File: src/rtl/xnor_popcount_ctrl.sv
// Binary (XNOR/popcount) dot-product engine: accumulates per-beat XNOR popcounts
// over a vec_len-beat vector and reports the unsigned sum and the bipolar dot product.
module xnor_popcount_ctrl #(
    parameter int IN_WIDTH  = 32,
    parameter int LEN_WIDTH = 8,
    parameter int ACC_WIDTH = 16
) (
    input  logic                 clk,
    input  logic                 rst_n,
    input  logic                 start,
    input  logic [LEN_WIDTH-1:0] vec_len,
    output logic                 busy,
    input  logic                 in_valid,
    output logic                 in_ready,
    input  logic [IN_WIDTH-1:0]  act_data,
    input  logic [IN_WIDTH-1:0]  wgt_data,
    output logic                 res_valid,
    input  logic                 res_ready,
    output logic [ACC_WIDTH-1:0] res_pop,
    output logic [ACC_WIDTH-1:0] res_dot,
    output logic [1:0]           fsm_state
);

    // Handshakes: a beat transfers on a rising edge with in_valid && in_ready, a result
    // transfers on a rising edge with res_valid && res_ready; valid never depends on ready.
    typedef enum logic [1:0] {
        IDLE = 2'd0,
        RUN  = 2'd1,
        DONE = 2'd2
    } state_t;

    state_t               state;
    state_t               state_next;
    logic [ACC_WIDTH-1:0] acc;
    logic [ACC_WIDTH-1:0] total_bits;
    logic [ACC_WIDTH-1:0] beat_pop;
    logic [LEN_WIDTH-1:0] beat_cnt;
    logic [IN_WIDTH-1:0]  match;
    logic                 accept;
    logic                 launch;

    assign match = ~(act_data ^ wgt_data);

    always_comb begin
        beat_pop = '0;
        for (int i = 0; i < IN_WIDTH; i++) begin
            beat_pop = beat_pop + ACC_WIDTH'(match[i]);
        end
    end

    always_comb begin
        state_next = state;
        accept     = 1'b0;
        launch     = 1'b0;
        case (state)
            IDLE: begin
                if (start) begin
                    launch     = 1'b1;
                    state_next = (vec_len == '0) ? DONE : RUN;
                end
            end
            RUN: begin
                if (in_valid) begin
                    accept = 1'b1;
                    if (beat_cnt == LEN_WIDTH'(1)) begin
                        state_next = DONE;
                    end
                end
            end
            DONE: begin
                if (res_ready) begin
                    state_next = IDLE;
                end
            end
            default: state_next = IDLE;
        endcase
    end

    always_ff @(posedge clk) begin
        if (!rst_n) begin
            state <= IDLE;
        end else begin
            state <= state_next;
        end
    end

    // A zero-length vector naturally yields total_bits = 0 from the same multiply.
    always_ff @(posedge clk) begin
        if (!rst_n) begin
            acc        <= '0;
            beat_cnt   <= '0;
            total_bits <= '0;
        end else if (launch) begin
            acc        <= '0;
            beat_cnt   <= vec_len;
            total_bits <= ACC_WIDTH'(vec_len) * ACC_WIDTH'(IN_WIDTH);
        end else if (accept) begin
            acc      <= acc + beat_pop;
            beat_cnt <= beat_cnt - LEN_WIDTH'(1);
        end
    end

    assign busy      = (state != IDLE);
    assign in_ready  = (state == RUN);
    assign res_valid = (state == DONE);
    assign res_pop   = res_valid ? acc : '0;
    assign res_dot   = res_valid ? (acc + acc - total_bits) : '0;
    assign fsm_state = state;

endmodule

File: config.mk
export PLATFORM = sky130hd
export DESIGN_NAME = xnor_popcount_ctrl
export DESIGN_NICKNAME = d
export VERILOG_FILES = /design/src/rtl/xnor_popcount_ctrl.sv
export SDC_FILE = /design/constraint.sdc
export NUM_CORES = 1
export LEC_CHECK = 0
export BUFFER_PORTS_ARGS = -buffer_cell sky130_fd_sc_hd__buf_4
export CORE_MARGIN = 8
export CORE_UTILIZATION = 38
export CTS_BUF_LIST = sky130_fd_sc_hd__clkbuf_16
export DETAILED_ROUTE_END_ITERATION = 6
export GPL_TIMING_DRIVEN = 0
export PLACE_DENSITY = 0.72
export SLEW_MARGIN = 10
export SYNTH_ARGS = -nofsm -noshare
export SYNTH_HDL_FRONTEND = slang
export SYNTH_SLANG_ARGS = --single-unit
File: constraint.sdc
create_clock -name clk -period 13.6 [get_ports clk]
set_input_delay 2.04 -clock clk [delete_from_list [all_inputs] [get_ports clk]]
set_output_delay 2.04 -clock clk [all_outputs]
set_load 0.02 [all_outputs]
Yosys cells after proc, flatten, opt, wreduce, memory -nomap -nowiden:

Cells that the tools add are included.

* register bits after elaboration: 34
* output and inout bits: 37
* word-level logic and storage cells: 69

* add/sub/neg operators: 35
* equal/unequal tests: 7
* multiplexer cells: 14
* bitwise gates (word level): 3
* reduce and logical (&&, ||, !) cells: 6

Operators with widths (count)
* $add 16x1->16: 16
* $add 16x16->16: 2
* $mux 16: 2
* $not 32->32: 1
* $xor 32x32->32: 1
* $add 15x1->16: 1
* $mux 8: 2
* $sub 16x13->16: 1
* $add 14x1->15: 1
* $add 13x1->14: 1
* $add 12x1->13: 1
* $add 11x1->12: 1
* $add 10x1->11: 1
* $add 9x1->10: 1
* $mux 2: 5
* $add 8x1->9: 1
* $add 7x1->8: 1
* $eq 8x1->1 const B: 1
* $logic_not 8->1: 1
* $sub 8x1->8 const B: 1
* $add 6x1->7: 1
* $add 5x1->6: 1
* $pmux 2 s3: 1
* $add 4x1->5: 1
* other kinds (13): 19

Longest topological paths before layout:

Gate-level depths: netlist of the first run.

* word-level depth: 34
* gate-level depth with buffers: 18
* mapped depth without buffers: 18

Least setup slack after synthesis of the first run:

OpenSTA, ideal clock, no wires.

* kind: input port to flip-flop
* from: in wgt_data[10]
* to: reg acc[12]
* library setup time: 0.128 ns
* arrival: 7.075 ns
* required time: 13.472 ns
* setup slack: 6.398 ns
* stages on the path: 17
* buffers on the path: 0
* cells stage by stage: xor2_1 > fa_1 > inv_1 > fa_1 > inv_1 > fa_1 > fa_1 > fa_1 > inv_1 > fa_1 > fa_1 > fa_1 > a211oi_1 > o21ai_0 > nand4_1 > xor2_1 > nor2_1

* cells in the longest elaborated chain, start to end: 25

RTL lines
* start: declaration: line 16 `input logic [IN_WIDTH-1:0] wgt_data,`
* $xor 32x32->32: line 42 `assign match = ~(act_data ^ wgt_data);`
* $not 32->32: line 42
* $add 10x1->11: line 47 `beat_pop = beat_pop + ACC_WIDTH'(match[i]);`
* $add 11x1->12: line 47
* $add 12x1->13: line 47
* $add 13x1->14: line 47
* $add 14x1->15: line 47
* $add 15x1->16: line 47
* $add 16x1->16 (16 in a row): line 47
* $add 16x16->16: line 98 `acc <= acc + beat_pop;`
* end signal: assignment: line 98
* end: declaration: line 34 `logic [ACC_WIDTH-1:0] acc;`

Every way passes these cells.
A chain may end at the register's enable or synchronous reset.

Final worst setup path of the first run:

* from: in wgt_data[16]
* to: reg acc[8]

* cells in the longest elaborated chain, start to end: 19

RTL lines (line)
* $xor 32x32->32: 42
* $not 32->32: 42
* $add 16x1->16 (16 in a row): 47
* $add 16x16->16: 98

Every way passes these cells.

==> impl_metrics.toml, run 1 <==
[status]
status = "complete, no violations"

[job]
max_cap_viol_count = 0

[die]
die_area_um2 = 12100
io_pins = 114
start_util = 0.389
coreArea_um2 = 8640
rows = 34
die_w_um = 110
die_h_um = 110

[setup_path]
r2r-end = "acc[8]"
worstSetupEndpointType = "register"
reg2regPathDepth = 15
r2r_slack_ns = 7.86
crit_start = "wgt_data[16]"
worstReg2RegStart = "acc[0]"
slowest_stage = "fa_1"
cp.arrival_ns = 7.50
path_common_cell = "fa_1"
start_kind = "primary input"
max_stage_delay_ns = 0.55
crit_fanout = 4
cp.required_ns = 13.75
crit_type = "in -> reg"
crit_path_cell_trace = "buf_4 -> xor2_1 -> fa_1 -> fa_1 -> inv_1 -> fa_1 -> inv_1 -> fa_1 -> fa_1 -> inv_1 -> fa_1 -> fa_1 -> fa_1 -> a211oi_1 -> o21ai_0 -> nand3_1 -> xor2_1 -> nor2_1"
crit_end = "acc[8]"

[grt]
grt_pass1_wl_mm = 14.4
grt_pass1_vias = 3194
gr-total-overflow = 0
antenna_found_initial = 0
track_usage = 0.146
grt_max_degree = 13

[placement]
io_buffers = 112
dp_slack_ns = 5.92
gp_congestion = 0.872
dp_hpwl_mm = 7.49
dp_cells = 622

[route]
routed_via_density = 4.94
drc = 0
ant_nets = 0
wl_mm = 8.68
firstDrtPassIters = 4
initialDrtViolationCount = 174
via_count = 3111
wl_per_cell_um = 13.8

[sta]
layout_min_cycle_time_ns = 7.35
setup_violations = 0
slew_headroom = 0.638
max_freq_mhz = 136
timing.final.ws_setup_ns = 6.25
period_share = 0.541
worst_pin_slew_ns = 0.538
worst_clock_skew_ns = 0.00513
rsz0062_at_grt = "no"
hold_viol_final = 0
fin_setup_tns_ns = 0
slew_violations = 0
hold_slack_ns = 0.456

[power_and_ir_drop]
total_power_mw = 1.02
p_leak_nw = 2.14
peakVddDrop_mv = 0.292
powerDensity_nw_per_um2 = 227

[synthesis]
avgSynthCellArea_um2 = 8.36
synth_cells = 402
synth.area.top_cells = "dfxtp_1, fa_1, ha_1"
syn_area_um2 = 3360
ys_types = 56
yosysWarningCount = 0
synth-seq-area-share = 0.203
synth.most_common_cell = "inv_1"
yosys.area.top_type_share = 0.203
ys_ff_latch = 34
synth_edf_count = 0
syn_nets = 530
synth-main-ff-cell = "dfxtp_1"
synth_area_leader_cell = "dfxtp_1"
async_flop_share = 0
synth_common_cells = "inv_1, nand2_1, dfxtp_1"

[clock_network]
clock_latency_ns = 0.27
post_cts_buffers = 0
ctsResizeCount = 0
clock_path_buffers = 2
cts_num_sinks = 34
cts.clk_slew.worst_paths_ns = 0.06
numCtsBuffers = 5
cts_tree = "yes"
ctsHoldBuffers = 0
ctsRootBufferMaster = "clkbuf_16"
htreeDepth = 2

[cells_and_area]
drive_above_1_share = 0.257
antenna_cells = 0
instances_no_fill = 630
nFillCells = 834
layout.nets = 649
areaGrowthSynthToFinish_pct = 34.1

[hold_path]
worst_hold_path_type = "reg -> reg"
## cell type report
class,instances,area (µm²),area share
buffer,12,56.3,0.0125
clock buffer,5,125,0.0278
clock inverter,3,45.0,0.0100
inverter,46,173,0.0383
multi-input combinational,310,2450,0.544
sequential,34,681,0.151
tap,108,135,0.0300
timing repair buffer,112,841,0.187
## cell families (layout without fill, tap and decap cells)
| group | after synthesis | in the layout | share of synthesized area |
|---|---|---|---|
| simple gates | 141 | 141 | 0.212 |
| compound gates | 70 | 70 | 0.143 |
| xor+xnor | 44 | 44 | 0.115 |
| buf+inv | 58 | 178 | 0.0682 |
| flops | 34 | 34 | 0.203 |
| mux | 3 | 3 | 0.0104 |
| fa+ha+maj | 51 | 51 | 0.248 |
| other cells | 1 | 1 | 0.00112 |
## worst min-delay path by stage
stage	slack, ns	cells past startpoint	from	endpoint
after global routing	0.48	2	total_bits[6]	total_bits[6]
final	0.46	2	total_bits[7]	total_bits[7]
after global placement	0.45	2	total_bits[6]	total_bits[6]
after detailed placement	0.45	2	total_bits[9]	total_bits[9]
after CTS	0.46	2	total_bits[7]	total_bits[7]
after floorplan	0.44	2	total_bits[10]	total_bits[10]
## cell usage in the layout (no fill, tap or decap), types with 3 or more instances in the layout
| cell type | count |
|---|---|
| buf_4 | 115 |
| inv_1 | 45 |
| nand2_1 | 40 |
| dfxtp_1 | 34 |
| nor2_1 | 27 |
| fa_1 | 26 |
| a21oi_1 | 25 |
| ha_1 | 25 |
| xor2_1 | 24 |
| xnor2_1 | 20 |
| and2_1 | 18 |
| nand3_1 | 14 |
| nor3_1 | 11 |
| o21ai_0 | 10 |
| clkbuf_1 | 8 |
| o211ai_1 | 6 |
| a21o_1 | 5 |
| clkbuf_16 | 5 |
| and3_1 | 4 |
| or3_1 | 4 |
| a211oi_1 | 4 |
| nand4_1 | 4 |
| or4_1 | 4 |
| a31oi_1 | 3 |
## report_power, final
| group | internal (mW) | total [mW] | switching, mW |
|---|---|---|---|
| logic | 0.350 | 0.772 | 0.422 |
| clock network | 0.0863 | 0.128 | 0.0418 |
| registers | 0.109 | 0.121 | 0.0118 |
## critical path, delay by kind of cell
kind / cells / cell delay [ns]
buffers and inverters: 4 / 0.26
AO/OA/AOI/OAI: 2 / 0.66
XOR/XNOR: 2 / 0.34
AND/OR/NAND/NOR: 2 / 0.22
adder cells (fa/ha/maj): 8 / 3.99
## routing by layer
metal  GRT usage  wire (µm)
met3      0.0308        573
met5           0          0
met2       0.252       4360
met1       0.179       3650
met4      0.0405        104
## state kept, by name, summed over array words and instances, names as in the netlist
name	flops
beat_cnt	8
acc	16
total_bits	8
fsm_state	2
## metrics by stage
| step | instance area, µm² | util |
|---|---|---|
| after floorplan | 3360 | - |
| after global placement | 4340 | 0.502 |
| after detailed placement | 4340 | 0.502 |
| after CTS | 4510 | 0.522 |
| after global routing | 4510 | 0.522 |
| final | 4510 | 0.522 |
Note: power is estimated with default switching activity, not from simulation.
==> run 2: changes to the inputs <==
- ABC_AREA: default -> 1
- PLACE_DENSITY: 0.72 -> 0.71
- clock period: 13.6 -> 6.8 ns (I/O delays scaled with it)
==> impl_metrics.toml, run 2 <==
[route]
via_count = 3696
ant_nets = 0
wl_mm = 10.4
firstDrtPassIters = 4
initialDrtViolationCount = 189
routed_via_density = 4.78
wl_per_cell_um = 13.4
drc = 0

[die]
die_area_um2 = 12900
coreArea_um2 = 9240
die_w_um = 113
io_pins = 114
die_h_um = 113
start_util = 0.391
rows = 35

[cells_and_area]
antenna_cells = 0
top_register = "acc"
areaGrowthSynthToFinish_pct = 32.2
nFillCells = 909
reg_top3 = "acc (16), beat_cnt (8), total_bits (8)"
drive_above_1_share = 0.206
largest_register_ff_count = 16
regArea_um2 = 681
multi_input_area_um2 = 2510
final_common_cell = "buf_4"
layout_common_cells = "buf_4, nand2_1, inv_1"
layout.nets = 773
instances_no_fill = 774

[placement]
dp_cells = 767
dp_hpwl_mm = 8.94
gp_congestion = 0.919
io_buffers = 112

[setup_path]
crit_fanout = 4
crit_start = "wgt_data[16]"
worstSetupEndpointType = "register"
cp.required_ns = 7.01
crit_type = "in -> reg"
reg2regPathDepth = 17
cp.arrival_ns = 6.23
r2r-end = "acc[8]"
worstReg2RegStart = "acc[0]"
r2r_slack_ns = 1.44
start_kind = "primary input"
crit_end = "acc[8]"

[synthesis]
yosysWarningCount = 0
ys_ff_latch = 34
ys_types = 30
syn_area_um2 = 3610
async_flop_share = 0
synth-main-ff-cell = "dfxtp_1"
synth_edf_count = 0
synth-seq-area-share = 0.189
syn_nets = 654
avgSynthCellArea_um2 = 6.86
synth.most_common_cell = "nand2_1"
synth.area.top_cells = "dfxtp_1, fa_1, nand2_1"
synth_cells = 526
synth_common_cells = "nand2_1, inv_1, nor2_1"
yosys.area.top_type_share = 0.189
synth_area_leader_cell = "dfxtp_1"

[power_and_ir_drop]
total_power_mw = 2.51
powerDensity_nw_per_um2 = 526
p_leak_nw = 2.39
peakVddDrop_mv = 0.401

[clock_network]
clock_path_buffers = 2
ctsHoldBuffers = 0
cts_tree = "yes"
ctsRootBufferMaster = "clkbuf_16"
ctsResizeCount = 0
cts_num_sinks = 34
clock_latency_ns = 0.28
cts.clk_slew.worst_paths_ns = 0.05
numCtsBuffers = 5
post_cts_buffers = 0
htreeDepth = 2

[grt]
grt.met2_usage = 0.288
grtUsageMet3 = 0.0549
antenna_found_initial = 0
top_usage_layer = "met2"
grt_pass1_vias = 3877
grt_max_degree = 11
grt_pass1_wl_mm = 17.6
grt_util_met1 = 0.191
gr-total-overflow = 0
track_usage = 0.166

[hold_path]
worst_hold_path_type = "reg -> reg"
hold_depth = 2
min_from = "acc[15]"

[sta]
layout_min_cycle_time_ns = 6.02
worst_clock_skew_ns = 0.00460
period_share = 0.886
worst_pin_slew_ns = 0.551
setup_violations = 0
fin_setup_tns_ns = 0
rsz0062_at_grt = "no"
max_freq_mhz = 166
slew_violations = 0
hold_viol_final = 0
slew_headroom = 0.633

[status]
status = "complete, no violations"

[job]
max_cap_viol_count = 0
==> run 2: changes by cell type after synthesis, sizes merged, moves of 6 or more <==
cell	previous run	this run
a21oi	27	33
and2	18	0
inv	45	97
nand2	41	106
nand3	14	36
nor2	28	66
nor3	12	3
o211ai	6	0
o21ai	11	18
o22ai	1	8
==> run 2: worst min-delay path by stage <==
| stage | end |
|---|---|
| finish | acc[15] |
| global route | acc[15] |
| CTS | acc[15] |
| detailed placement | acc[15] |
| global placement | acc[15] |
| floorplan | acc[15] |
==> run 2: metal layers <==
metal | share of wire | up-vias | routed length, µm
met5 | 0 | - | 0
met2 | 0.48 | 135 | 5020
met1 | 0.42 | 1666 | 4330
met3 | 0.085 | 13 | 884
li1 | - | 1882 | -
met4 | 0.012 | 0 | 125
==> run 2: kinds of logic (layout without fill, tap and decap cells) <==
logic type,Yosys count,in the layout,synth area share
and+or+nand+nor,221,221,0.257
other,1,1,0.00104
DFF,34,34,0.189
buffers and inverters,107,226,0.115
adders and majority gates,51,51,0.231
xor gates and xnor gates,40,40,0.0971
AOI/OAI and AO/OA,72,72,0.111
==> run 2: layout make-up <==
type	instances	share of cell area
buffer	9	0.0102
clock buffer	5	0.0262
clock inverter	2	0.00708
inverter	98	0.0771
multi-input combinational	385	0.527
sequential	34	0.143
tap	129	0.0338
timing repair buffer	112	0.176
==> run 2: critical path: stages <==
cell and delay (ns):
buf_4 0.11, xor2_1 0.17, fa_1 0.50, fa_1 0.56
inv_1 0.06, fa_1 0.50, inv_1 0.05, fa_1 0.48
fa_1 0.55, inv_1 0.06, fa_1 0.51, fa_1 0.51
fa_1 0.46, nand2_1 0.09, nand3_1 0.11, nand3_1 0.10
nand2_1 0.13, nand2_1 0.09, nand2_1 0.05, a21oi_1 0.13
==> run 2: report_power, final <==
group | switching [mW] | leakage (nW) | internal, mW
Combinational | 1.22 | 2.03 | 0.781
Clock | 0.0843 | 0.0773 | 0.169
Sequential | 0.0225 | 0.277 | 0.236
==> run 2: metrics by stage <==
step                hold WS, ns  utilization  worst slack [ns]  cell area (µm²)
finish                    0.465        0.516             0.776             4770
global route              0.491        0.516             0.580             4770
CTS                       0.469        0.516             0.754             4770
detailed placement        0.461        0.499             0.472             4610
global placement          0.448        0.499             0.530             4610
floorplan                 0.439            -             0.959             3610
==> run 3: changes to the inputs <==
- CELL_PAD_IN_SITES_DETAIL_PLACEMENT: default -> 1
- CELL_PAD_IN_SITES_GLOBAL_PLACEMENT: default -> 2
- CORE_MARGIN: 8 -> default
- CORE_UTILIZATION: 38 -> 28
- PLACE_DENSITY: 0.71 -> 0.91
==> impl_metrics.toml, run 3 (synthesized netlist as in run 2, its figures left out) <==
[setup_path]
start_kind = "primary input"
cp.required_ns = 7.01
worstSetupEndpointType = "register"
crit_fanout = 4
cp.arrival_ns = 6.15
crit_type = "in -> reg"

[placement]
io_buffers = 112
gp_congestion = 0.833
dp_hpwl_mm = 9.66
dp_slack_ns = 0.533

[job]
max_cap_viol_count = 0

[cells_and_area]
nFillCells = 1657
largest_register_ff_count = 16
reg_top3 = "acc (16), beat_cnt (8), total_bits (8)"
layout.nets = 773
final_common_cell = "buf_4"
antenna_cells = 0
top_register = "acc"
layout_common_cells = "buf_4, nand2_1, inv_1"
drive_above_1_share = 0.206
post-route-util = 0.382
areaGrowthSynthToFinish_pct = 33.7

[route]
via_count = 3732
wl_per_cell_um = 13.6
drc = 0
firstDrtPassIters = 4
wl_mm = 11.1
ant_nets = 0
initialDrtViolationCount = 120
routed_via_density = 4.57

[die]
io_pins = 114
die_area_um2 = 13300
die_w_um = 116
rows = 41
die_h_um = 116
start_util = 0.286
coreArea_um2 = 12600

[sta]
rsz0062_at_grt = "no"
period_share = 0.874
setup_violations = 0
timing.final.ws_setup_ns = 0.859
slew_headroom = 0.612
hold_viol_final = 0
fin_setup_tns_ns = 0
hold_slack_ns = 0.477
max_freq_mhz = 168
layout_min_cycle_time_ns = 5.94
worst_clock_skew_ns = 0.00256
slew_violations = 0
worst_pin_slew_ns = 0.582

[clock_network]
clock_latency_ns = 0.28
ctsRootBufferMaster = "clkbuf_16"
cts_num_sinks = 34
ctsResizeCount = 0
ctsHoldBuffers = 0
numCtsBuffers = 5
cts.clk_slew.worst_paths_ns = 0.05
clock_path_buffers = 2
post_cts_buffers = 0
htreeDepth = 2
cts_tree = "yes"

[power_and_ir_drop]
peakVddDrop_mv = 0.426
p_leak_nw = 2.39
powerDensity_nw_per_um2 = 519

[grt]
track_usage = 0.173
grt_pass1_wl_mm = 18.1
gr-total-overflow = 0
grt_max_degree = 11
antenna_found_initial = 0
grt_pass1_vias = 3845

[status]
status = "complete, no violations"

[hold_path]
worst_hold_path_type = "reg -> reg"
==> run 3: critical path, cell delays in order <==
cell and delay (ns):
buf_4 0.11, xor2_1 0.17, fa_1 0.54, inv_1 0.06, fa_1 0.49, inv_1 0.05, fa_1 0.48, fa_1 0.53
fa_1 0.55, inv_1 0.05, fa_1 0.50, fa_1 0.49, fa_1 0.45, nand2_1 0.09, nand3_1 0.11, nand3_1 0.10
nand2_1 0.11, nand2_1 0.08, nand2_1 0.05, a21oi_1 0.12
==> run 3: metal layers <==
metal,part of all wire,global-route usage,up-vias,routed length (µm)
li1,-,-,1882,-
met2,0.52,0.323,73,5770
met1,0.44,0.215,1773,4930
met3,0.033,0.0188,4,362
met4,0.0057,0.0312,0,63
met5,0,0,-,0
==> run 3: path summary, 6_finish.rpt <==
kind	end	start	cells after the start	slack, ns
worst max-delay path	acc[12]	wgt_data[10]	20	0.86
worst min register to register	acc[15]	acc[15]	2	0.48
worst min-delay path	acc[15]	acc[15]	2	0.48
worst max register to register	acc[12]	acc[0]	17	1.51
==> run 3: power breakdown <==
part	total, mW	switching (mW)	internal (mW)
logic	1.99	1.22	0.771
registers	0.261	0.0245	0.236
clock network	0.254	0.0848	0.169
==> run 3: cell type report <==
| class | instances | area (µm²) | area share |
|---|---|---|---|
| Timing Repair Buffer | 112 | 841 | 0.174 |
| Clock buffer | 5 | 125 | 0.0259 |
| Tap cell | 172 | 215 | 0.0446 |
| Multi-Input combinational cell | 385 | 2510 | 0.521 |
| Sequential cell | 34 | 681 | 0.141 |
| Inverter | 98 | 368 | 0.0762 |
| Buffer | 9 | 48.8 | 0.0101 |
| Clock inverter | 2 | 33.8 | 0.00700 |
==> run 3: stage by stage <==
step	cell area, µm²	power [mW]	std cells
3_3_place_gp	4670	2.21	810
6_report	4820	2.50	817
3_5_place_dp	4670	2.27	810
5_1_grt	4820	2.80	817
2_1_floorplan	3610	1.77	526
4_1_cts	4820	2.54	817
